## src/rtl/muldiv_controller_if.sv

```systemverilog
// Execute-stage handshake and HI/LO result bundle for muldiv_controller.
// The pipeline drives the master modport and the controller implements the slave.
interface muldiv_controller_if #(
    parameter int unsigned DATA_WIDTH = 32
);
    logic                  StartMultE;
    logic                  StartDivE;
    logic                  SignedE;
    logic [DATA_WIDTH-1:0] SrcAE;
    logic [DATA_WIDTH-1:0] SrcBE;
    logic                  WriteHiE;
    logic                  WriteLoE;
    logic                  HiLoUseD;
    logic [DATA_WIDTH-1:0] Hi;
    logic [DATA_WIDTH-1:0] Lo;
    logic                  Busy;
    logic                  HiLoStallD;

    modport master (
        output StartMultE, StartDivE, SignedE, SrcAE, SrcBE,
        output WriteHiE, WriteLoE, HiLoUseD,
        input  Hi, Lo, Busy, HiLoStallD
    );

    modport slave (
        input  StartMultE, StartDivE, SignedE, SrcAE, SrcBE,
        input  WriteHiE, WriteLoE, HiLoUseD,
        output Hi, Lo, Busy, HiLoStallD
    );
endinterface

```

## src/rtl/muldiv_controller.sv

```systemverilog
// Iterative 32-cycle multiply/divide sequencer owning the HI/LO register pair.
// Define MULDIV_DIV_EN to compile in the restoring-divide path; otherwise multiply only.
module muldiv_controller #(
    parameter int unsigned DATA_WIDTH = 32,
    parameter int unsigned CNT_WIDTH  = 6
) (
    input logic                CLK,
    input logic                RST,
    muldiv_controller_if.slave bus
);
    localparam int unsigned W = DATA_WIDTH;

    typedef enum logic [1:0] {IDLE, CALC, FIXUP} state_t;

    state_t               state;
    logic [CNT_WIDTH-1:0] cnt;
    logic [2*W:0]         acc;      // {carry/rem-top, upper word, lower word}
    logic [W-1:0]         opb;      // multiplicand or divisor
    logic                 neg_lo;   // negate product or quotient in FIXUP
    logic                 busy;
    logic [W-1:0]         hi;
    logic [W-1:0]         lo;

    logic                 start_div;
    logic                 neg_a;
    logic                 neg_b;
    logic [W-1:0]         abs_a;
    logic [W-1:0]         abs_b;
    logic [W:0]           mul_sum;
    logic [2*W:0]         mul_next;
    logic [2*W-1:0]       prod_fix;

`ifdef MULDIV_DIV_EN
    logic                 is_div;
    logic                 neg_hi;   // negate remainder in FIXUP
    logic [W:0]           rem_sh;
    logic [W:0]           diff;
    logic [2*W:0]         div_next;
    logic [W-1:0]         quo_fix;
    logic [W-1:0]         rem_fix;

    assign start_div = bus.StartDivE;
`else
    assign start_div = 1'b0;
`endif

    always_comb begin
        neg_a    = bus.SignedE & bus.SrcAE[W-1];
        neg_b    = bus.SignedE & bus.SrcBE[W-1];
        abs_a    = neg_a ? -bus.SrcAE : bus.SrcAE;
        abs_b    = neg_b ? -bus.SrcBE : bus.SrcBE;

        mul_sum  = acc[2*W:W] + {1'b0, opb};
        mul_next = acc[0] ? {1'b0, mul_sum, acc[W-1:1]} : {1'b0, acc[2*W:1]};
        prod_fix = neg_lo ? -acc[2*W-1:0] : acc[2*W-1:0];

`ifdef MULDIV_DIV_EN
        // Remainder never reaches the divisor, so its top bit is always clear here.
        rem_sh   = {acc[2*W-1:W], acc[W-1]};
        diff     = rem_sh - {1'b0, opb};
        div_next = diff[W] ? {rem_sh, acc[W-2:0], 1'b0} : {diff, acc[W-2:0], 1'b1};
        quo_fix  = neg_lo ? -acc[W-1:0]   : acc[W-1:0];
        rem_fix  = neg_hi ? -acc[2*W-1:W] : acc[2*W-1:W];
`endif
    end

    always_ff @(posedge CLK or negedge RST) begin
        if (!RST) begin
            state  <= IDLE;
            cnt    <= '0;
            acc    <= '0;
            opb    <= '0;
            neg_lo <= 1'b0;
            busy   <= 1'b0;
            hi     <= '0;
            lo     <= '0;
`ifdef MULDIV_DIV_EN
            is_div <= 1'b0;
            neg_hi <= 1'b0;
`endif
        end else begin
            case (state)
                IDLE: begin
                    if (bus.StartMultE) begin
                        acc    <= {{(W+1){1'b0}}, abs_b};
                        opb    <= abs_a;
                        neg_lo <= neg_a ^ neg_b;
                        cnt    <= '0;
                        busy   <= 1'b1;
                        state  <= CALC;
`ifdef MULDIV_DIV_EN
                        is_div <= 1'b0;
                        neg_hi <= 1'b0;
`endif
                    end
`ifdef MULDIV_DIV_EN
                    else if (start_div) begin
                        is_div <= 1'b1;
                        cnt    <= '0;
                        busy   <= 1'b1;
                        if (bus.SrcBE == '0) begin
                            // Preload the raw result so FIXUP publishes it without sign correction.
                            acc    <= {1'b0, bus.SrcAE, {W{1'b1}}};
                            neg_lo <= 1'b0;
                            neg_hi <= 1'b0;
                            state  <= FIXUP;
                        end else begin
                            acc    <= {{(W+1){1'b0}}, abs_a};
                            opb    <= abs_b;
                            neg_lo <= neg_a ^ neg_b;
                            neg_hi <= neg_a;
                            state  <= CALC;
                        end
                    end
`endif
                    else begin
                        if (bus.WriteHiE) hi <= bus.SrcAE;
                        if (bus.WriteLoE) lo <= bus.SrcAE;
                    end
                end
                CALC: begin
`ifdef MULDIV_DIV_EN
                    acc <= is_div ? div_next : mul_next;
`else
                    acc <= mul_next;
`endif
                    cnt <= cnt + CNT_WIDTH'(1);
                    if (cnt == CNT_WIDTH'(W - 1)) state <= FIXUP;
                end
                FIXUP: begin
`ifdef MULDIV_DIV_EN
                    if (is_div) begin
                        hi <= rem_fix;
                        lo <= quo_fix;
                    end else
`endif
                    begin
                        hi <= prod_fix[2*W-1:W];
                        lo <= prod_fix[W-1:0];
                    end
                    busy  <= 1'b0;
                    state <= IDLE;
                end
                default: begin
                    busy  <= 1'b0;
                    state <= IDLE;
                end
            endcase
        end
    end

    assign bus.Hi         = hi;
    assign bus.Lo         = lo;
    assign bus.Busy       = busy;
    assign bus.HiLoStallD = bus.HiLoUseD & (busy | bus.StartMultE | start_div);
endmodule

```

## src/flat_wrapper.sv

```systemverilog
// flat-port wrapper written by rule: the top's interface ports become plain ports
module muldiv_controller_flat 
#(
    parameter int unsigned DATA_WIDTH = 32,
    parameter int unsigned CNT_WIDTH  = 6
)
  (CLK, RST, bus_StartMultE, bus_StartDivE, bus_SignedE, bus_SrcAE, bus_SrcBE, bus_WriteHiE, bus_WriteLoE, bus_HiLoUseD, bus_Hi, bus_Lo, bus_Busy, bus_HiLoStallD);
  muldiv_controller_if #(.DATA_WIDTH(DATA_WIDTH)) bus_i ();
  input logic CLK;
  input logic RST;
  input wire logic [$bits(bus_i.StartMultE)-1:0] bus_StartMultE;
  input wire logic [$bits(bus_i.StartDivE)-1:0] bus_StartDivE;
  input wire logic [$bits(bus_i.SignedE)-1:0] bus_SignedE;
  input wire logic [$bits(bus_i.SrcAE)-1:0] bus_SrcAE;
  input wire logic [$bits(bus_i.SrcBE)-1:0] bus_SrcBE;
  input wire logic [$bits(bus_i.WriteHiE)-1:0] bus_WriteHiE;
  input wire logic [$bits(bus_i.WriteLoE)-1:0] bus_WriteLoE;
  input wire logic [$bits(bus_i.HiLoUseD)-1:0] bus_HiLoUseD;
  output wire logic [$bits(bus_i.Hi)-1:0] bus_Hi;
  output wire logic [$bits(bus_i.Lo)-1:0] bus_Lo;
  output wire logic [$bits(bus_i.Busy)-1:0] bus_Busy;
  output wire logic [$bits(bus_i.HiLoStallD)-1:0] bus_HiLoStallD;
  assign bus_i.StartMultE = bus_StartMultE;
  assign bus_i.StartDivE = bus_StartDivE;
  assign bus_i.SignedE = bus_SignedE;
  assign bus_i.SrcAE = bus_SrcAE;
  assign bus_i.SrcBE = bus_SrcBE;
  assign bus_i.WriteHiE = bus_WriteHiE;
  assign bus_i.WriteLoE = bus_WriteLoE;
  assign bus_i.HiLoUseD = bus_HiLoUseD;
  assign bus_Hi = bus_i.Hi;
  assign bus_Lo = bus_i.Lo;
  assign bus_Busy = bus_i.Busy;
  assign bus_HiLoStallD = bus_i.HiLoStallD;
  muldiv_controller #(.DATA_WIDTH(DATA_WIDTH), .CNT_WIDTH(CNT_WIDTH)) u_core (.CLK(CLK), .RST(RST), .bus(bus_i));
endmodule
```

## config.mk

```make
export PLATFORM = sky130hd
export DESIGN_NAME = muldiv_controller_flat
export DESIGN_NICKNAME = d
export VERILOG_FILES = /design/src/rtl/muldiv_controller_if.sv /design/src/rtl/muldiv_controller.sv /design/src/flat_wrapper.sv
export SDC_FILE = /design/constraint.sdc
export NUM_CORES = 1
export LEC_CHECK = 0
export BUFFER_PORTS_ARGS = -buffer_cell sky130_fd_sc_hd__clkbuf_2
export CAP_MARGIN = 20
export CELL_PAD_IN_SITES_DETAIL_PLACEMENT = 0
export CELL_PAD_IN_SITES_GLOBAL_PLACEMENT = 1
export CORE_MARGIN = 10
export CORE_UTILIZATION = 50
export CTS_BUF_LIST = sky130_fd_sc_hd__clkbuf_4
export CTS_CLUSTER_SIZE = 16
export DETAILED_ROUTE_END_ITERATION = 16
export PLACE_DENSITY_LB_ADDON = 0.1
export SYNTH_ARGS = -nofsm -noshare
export SYNTH_HDL_FRONTEND = slang
export SYNTH_SLANG_ARGS = --single-unit
```

## constraint.sdc

```tcl
create_clock -name CLK -period 4.84 [get_ports CLK]
set_clock_uncertainty 0.05 [all_clocks]
set_input_delay 0 -clock CLK [delete_from_list [all_inputs] [get_ports CLK]]
set_output_delay 0 -clock CLK [all_outputs]
set_load 0.005 [all_outputs]
```

# Word-level counts from Yosys, hierarchy flattened
# Cells that the tools add are included.
# word_totals
elab_cells,55
reg_bits,171
input_bits,72
output_inout_bits,66
# op_classes
reduce_logical,9
addsub,5
eq_ne,8
n_bitwise,6
n_mux,19
# op_table
operator,count
two-way mux 32 bit,6
one-hot mux 65 bit (2 select lines),1
two-way mux 64 bit,2
one-hot mux 32 bit (2 select lines),2
two-way mux 65 bit,1
negator 32 bit,2
negator 64 bit,1
adder 33 x 32 -> 33 bit,1
one-hot mux 6 bit (2 select lines),1
inequality test 2 bit (second input constant),4
AND reduction 2 bit,4
adder 6 x 1 -> 6 bit (second input constant),1
equality test 6 x 5 -> 1 bit (second input constant),1
two-way mux 6 bit,1
AND reduction 3 bit,2
two-way mux 2 bit,2
one-hot mux 2 bit (2 select lines),1
nonzero test 2 bit,2
AND 1 bit,3
equality test 2 x 1 -> 1 bit (second input constant),1
equality test 2 bit (second input constant),1
zero test 2 bit,1
inequality test 2 x 1 -> 1 bit (second input constant),1
one-hot mux 1 bit (2 select lines),1
4 further kinds,4

# Logic depth before layout (Yosys ltp)
# depth
depth_word,4
depth_mapped,11
depth_no_buf,11

# Worst setup path before layout
# No wires, ideal clock.
# synth_timing
kind,reg-to-reg
start,register u_core.acc[40]
end,register u_core.acc[60]
n_path_buf,1
slack_ns,2.035
stages_incl_launch_ff,11
setup_ns,0.116
t_arrival_ns,2.640
required_ns,4.674
period_less_slack_ns,2.805
path_cell_list,dfrtp_1 -> ha_1 -> clkbuf_1 -> a21o_1 -> a211oi_1 -> o31a_1 -> o211ai_1 -> a311oi_1 -> o221ai_1 -> a2111o_1 -> o311ai_0
# synth_between
elab_chain_cells,3
# synth_lines
element,line,source
from (decl),muldiv_controller.sv:17,logic [2*W:0] acc;
from (signal assigned),muldiv_controller.sv:85,"acc <= {{(W+1){1'b0}}, abs_b};"
from (signal assigned),muldiv_controller.sv:125,acc <= mul_next;
adder 33 x 32 -> 33 bit,muldiv_controller.sv:53,"mul_sum = acc[2*W:W] + {1'b0, opb};"
two-way mux 64 bit,muldiv_controller.sv:54,"mul_next = acc[0] ? {1'b0, mul_sum, acc[W-1:1]} : {1'b0, acc[2*W:1]};"
one-hot mux 65 bit (2 select lines),muldiv_controller.sv:82,case (state)
# Every way passes these cells.
# A chain may end at the register's enable or synchronous reset.

# Worst setup path in the final report
# layout_timing
start,register u_core.acc[32]
end,register u_core.acc[61]
# The elaborated chain is that of the path after synthesis.

==> results.json <==
{
  "crit_path_top_delay_cell": "a2111oi_0",
  "synth_flop_cell": "dfrtp_1",
  "cp-start-kind": "flip-flop",
  "slew_violations": 0,
  "postPlaceCellArea_um2": 12400,
  "syn_area_um2": 11600,
  "rows": 55,
  "tns_ps": 0,
  "grt_max_degree": 83,
  "clkTransAtPathRegs_ps": 150,
  "min_period_ps": 3510,
  "htreeDepth": 4,
  "max_stage_delay_ps": 750,
  "vias": 10734,
  "viasPerCell": 5.91,
  "ir_worst_vdd_uv": 216,
  "post-route-period-util": 0.725,
  "path_delay_family": "compound AO/OA/AOI/OAI gates",
  "power_leakage_nw": 5.68,
  "die_x_um": 172,
  "gr-total-overflow": 0,
  "final.setup.worst_slack_ps": 1330,
  "pwr_density_cell_nw_per_um2": 467,
  "syn_nets": 1435,
  "final_util": 0.607,
  "grt_pass1_wl_um": 57100,
  "synth-warning-count": 0,
  "holdCritStartpoint": "bus_HiLoUseD",
  "required_ps": 5270,
  "ys_seq_elements": 170,
  "clk_latency_ps": 600,
  "hpwl_um": 26000,
  "whs_ps": 220,
  "crit_path_end_kind": "flip-flop",
  "track_usage": 0.245,
  "drt-pass1-iter-count": 6,
  "syn-instance-count": 1326,
  "place_ws_ps": 1450,
  "setup_viol": 0,
  "ios": 138,
  "start_util": 0.510,
  "ctsResizeCount": 0,
  "clockBufferDepth": 2,
  "crit_path_cell_trace": "ha_1, inv_1, fa_1, nor2b_1, o2111ai_1, a2111oi_0, o311a_1, o21ai_0, a211oi_1, or3_1, nand3_1",
  "ant_nets": 0,
  "worstPathMaxFanout": 7,
  "status": "completed",
  "chipHeight_um": 172,
  "cts_setup_buffers": 0,
  "hold_viol": 0,
  "cts_root_buffer": "clkbuf_4",
  "fmax_ghz": 0.285,
  "synth_edf_count": 0,
  "critPathBufInv": 1,
  "routabilityCongestion": 0.846,
  "maxSlewHeadroom": 0.281,
  "wl_per_cell_um": 19.7,
  "wirelength_um": 35800,
  "cts_sinks": 170,
  "reg2reg_from": "u_core.acc[32]$_DFFE_PN0P_",
  "die-area_um2": 29700,
  "seq_area_frac_synth": 0.367,
  "rsz0062_at_grt": "no",
  "synthArstFlopShare": 1.00,
  "arrival_ps": 3940,
  "holdBufCountCts": 106,
  "syn2layout_area_growth_pct": 19.0,
  "maxCapViolCount": 0,
  "synth_cell_types": 75,
  "antenna_found_initial": 2,
  "core-area_um2": 22700,
  "final_area_um2": 13800,
  "crit_start": "u_core.acc[32]$_DFFE_PN0P_",
  "first_iter_violations": 879,
  "crit_type": "flip-flop to flip-flop",
  "drive_above_1_share": 0.140,
  "final_nets": 1625,
  "grt_pass1_vias": 10343,
  "tightestPinTransition_ps": 1080,
  "cts_tree": "done",
  "hp-class": "input port to primary output",
  "drcViolationCount": 0,
  "port_buffers": 136,
  "synth.avg_cell_area_um2": 8.74,
  "cts_made_buffers": 17
}
[cell type report]
type	count	area, um2
clock inverter	15	158
clock buffer	17	128
antenna	2	5.00
fill	2036	8920
inverter	25	93.8
timing repair buffer	253	1860
multi-input combinational	1049	6930
tap	285	357
sequential	170	4260
[worst register-to-register path, stage by stage (launching register included)]
cell       delay [ps]
dfrtp_1           490
ha_1              270
inv_1              70
fa_1              380
nor2b_1           220
o2111ai_1         230
a2111oi_0         750
o311a_1           300
o21ai_0           130
a211oi_1          300
or3_1             150
nand3_1            70
[cell usage after synthesis (5+ instances only)]
| cell type | count | area (um2) |
|---|---|---|
| o22ai_1 | 13 | 81.3 |
| nor2_1 | 50 | 188 |
| dfrtp_1 | 170 | 4250 |
| nor2b_1 | 34 | 213 |
| a21oi_1 | 92 | 460 |
| o21bai_1 | 6 | 45.0 |
| o31ai_1 | 24 | 180 |
| a22oi_1 | 38 | 285 |
| o41ai_1 | 7 | 61.3 |
| mux2i_1 | 43 | 430 |
| or4_1 | 7 | 52.6 |
| nor3_1 | 23 | 115 |
| nor4_1 | 9 | 56.3 |
| nand4_1 | 7 | 43.8 |
| xnor2_1 | 80 | 701 |
| xor2_1 | 62 | 543 |
| ha_1 | 36 | 450 |
| a31oi_1 | 11 | 68.8 |
| o21ai_0 | 171 | 856 |
| o21a_1 | 8 | 60.1 |
| nand2_1 | 141 | 529 |
| clkbuf_1 | 64 | 240 |
| a21o_1 | 21 | 158 |
| nand2b_1 | 8 | 50.1 |
| and2_1 | 7 | 43.8 |
| inv_1 | 23 | 86.3 |
| or3_1 | 15 | 93.8 |
| nand3_1 | 23 | 115 |
| buf_1 | 11 | 41.3 |
| a211oi_1 | 34 | 255 |
| o21ai_1 | 5 | 25.0 |
| and3_1 | 8 | 50.1 |
[stage by stage]
step	power, W	cells
global placement	0.00544	1676
detailed placement	0.00547	1676
CTS	0.00643	1814
floorplan	0.00456	1326
finish	0.00644	1816
global route	0.00699	1816
[where the power goes]
group,switching [W],total [W],internal [W]
Clock,0.000572,0.000846,0.000274
Combinational,0.00169,0.00310,0.00141
Sequential,0.000644,0.00250,0.00186
[per-layer routing]
layer,GRT usage,up-vias,part of all wire
li1,-,5201,-
met1,0.334,5193,0.46
met2,0.401,291,0.48
met3,0.0344,49,0.044
met4,0.0633,0,0.018
met5,0,-,0
[registers in the layout (all words and copies together), names as in the netlist]
register,count
u_core.acc,64
u_core.bus.Busy,1
u_core.bus.Hi,32
u_core.bus.Lo,32
u_core.cnt,6
u_core.neg_lo,1
u_core.opb,32
u_core.state,2
[logic make-up (layout without fill, tap and decap cells)]
group / Yosys count / in the layout / synth area share
compound gates: 465 / 465 / 0.250
xor+xnor: 142 / 142 / 0.107
fa+ha+maj: 37 / 37 / 0.0406
buf+inv: 107 / 310 / 0.0377
flops: 170 / 170 / 0.367
mux: 44 / 44 / 0.0381
other cells: 0 / 2 / 0
simple gates: 361 / 361 / 0.159
[layout by cell type (no fill, tap or decap), drive strengths merged, types with 13 or more instances in the layout]
master / n
a21o: 21
a22oi: 38
a211oi: 34
o21ai: 176
o31ai: 27
xnor2: 80
or3: 20
mux2i: 43
clkbuf: 152
xor2: 62
nand3: 23
buf: 13
nor3: 25
nor2b: 34
dfrtp: 170
nor2: 50
o22ai: 13
nand2: 141
ha: 36
a21oi: 92
inv: 31
dlygate4sd3: 105
[path summary, 6_finish.rpt]
| check | end | slack, ps | cells past startpoint |
|---|---|---|---|
| worst min register to register | u_core.cnt[5]$_DFFE_PN0P_ | 450 | 1 |
| min in group asynchronous | u_core.bus.Lo[8]$_DFFE_PN0P_ | 480 | 4 |
| worst max register to register | u_core.acc[61]$_DFFE_PN0P_ | 1330 | 11 |
| worst max-delay path | u_core.acc[61]$_DFFE_PN0P_ | 1330 | 11 |
| max in group asynchronous | u_core.opb[15]$_DFFE_PN0P_ | 3640 | 4 |
| worst min-delay path | bus_HiLoStallD | 220 | 3 |
Note: power is estimated with default switching activity, not from simulation.
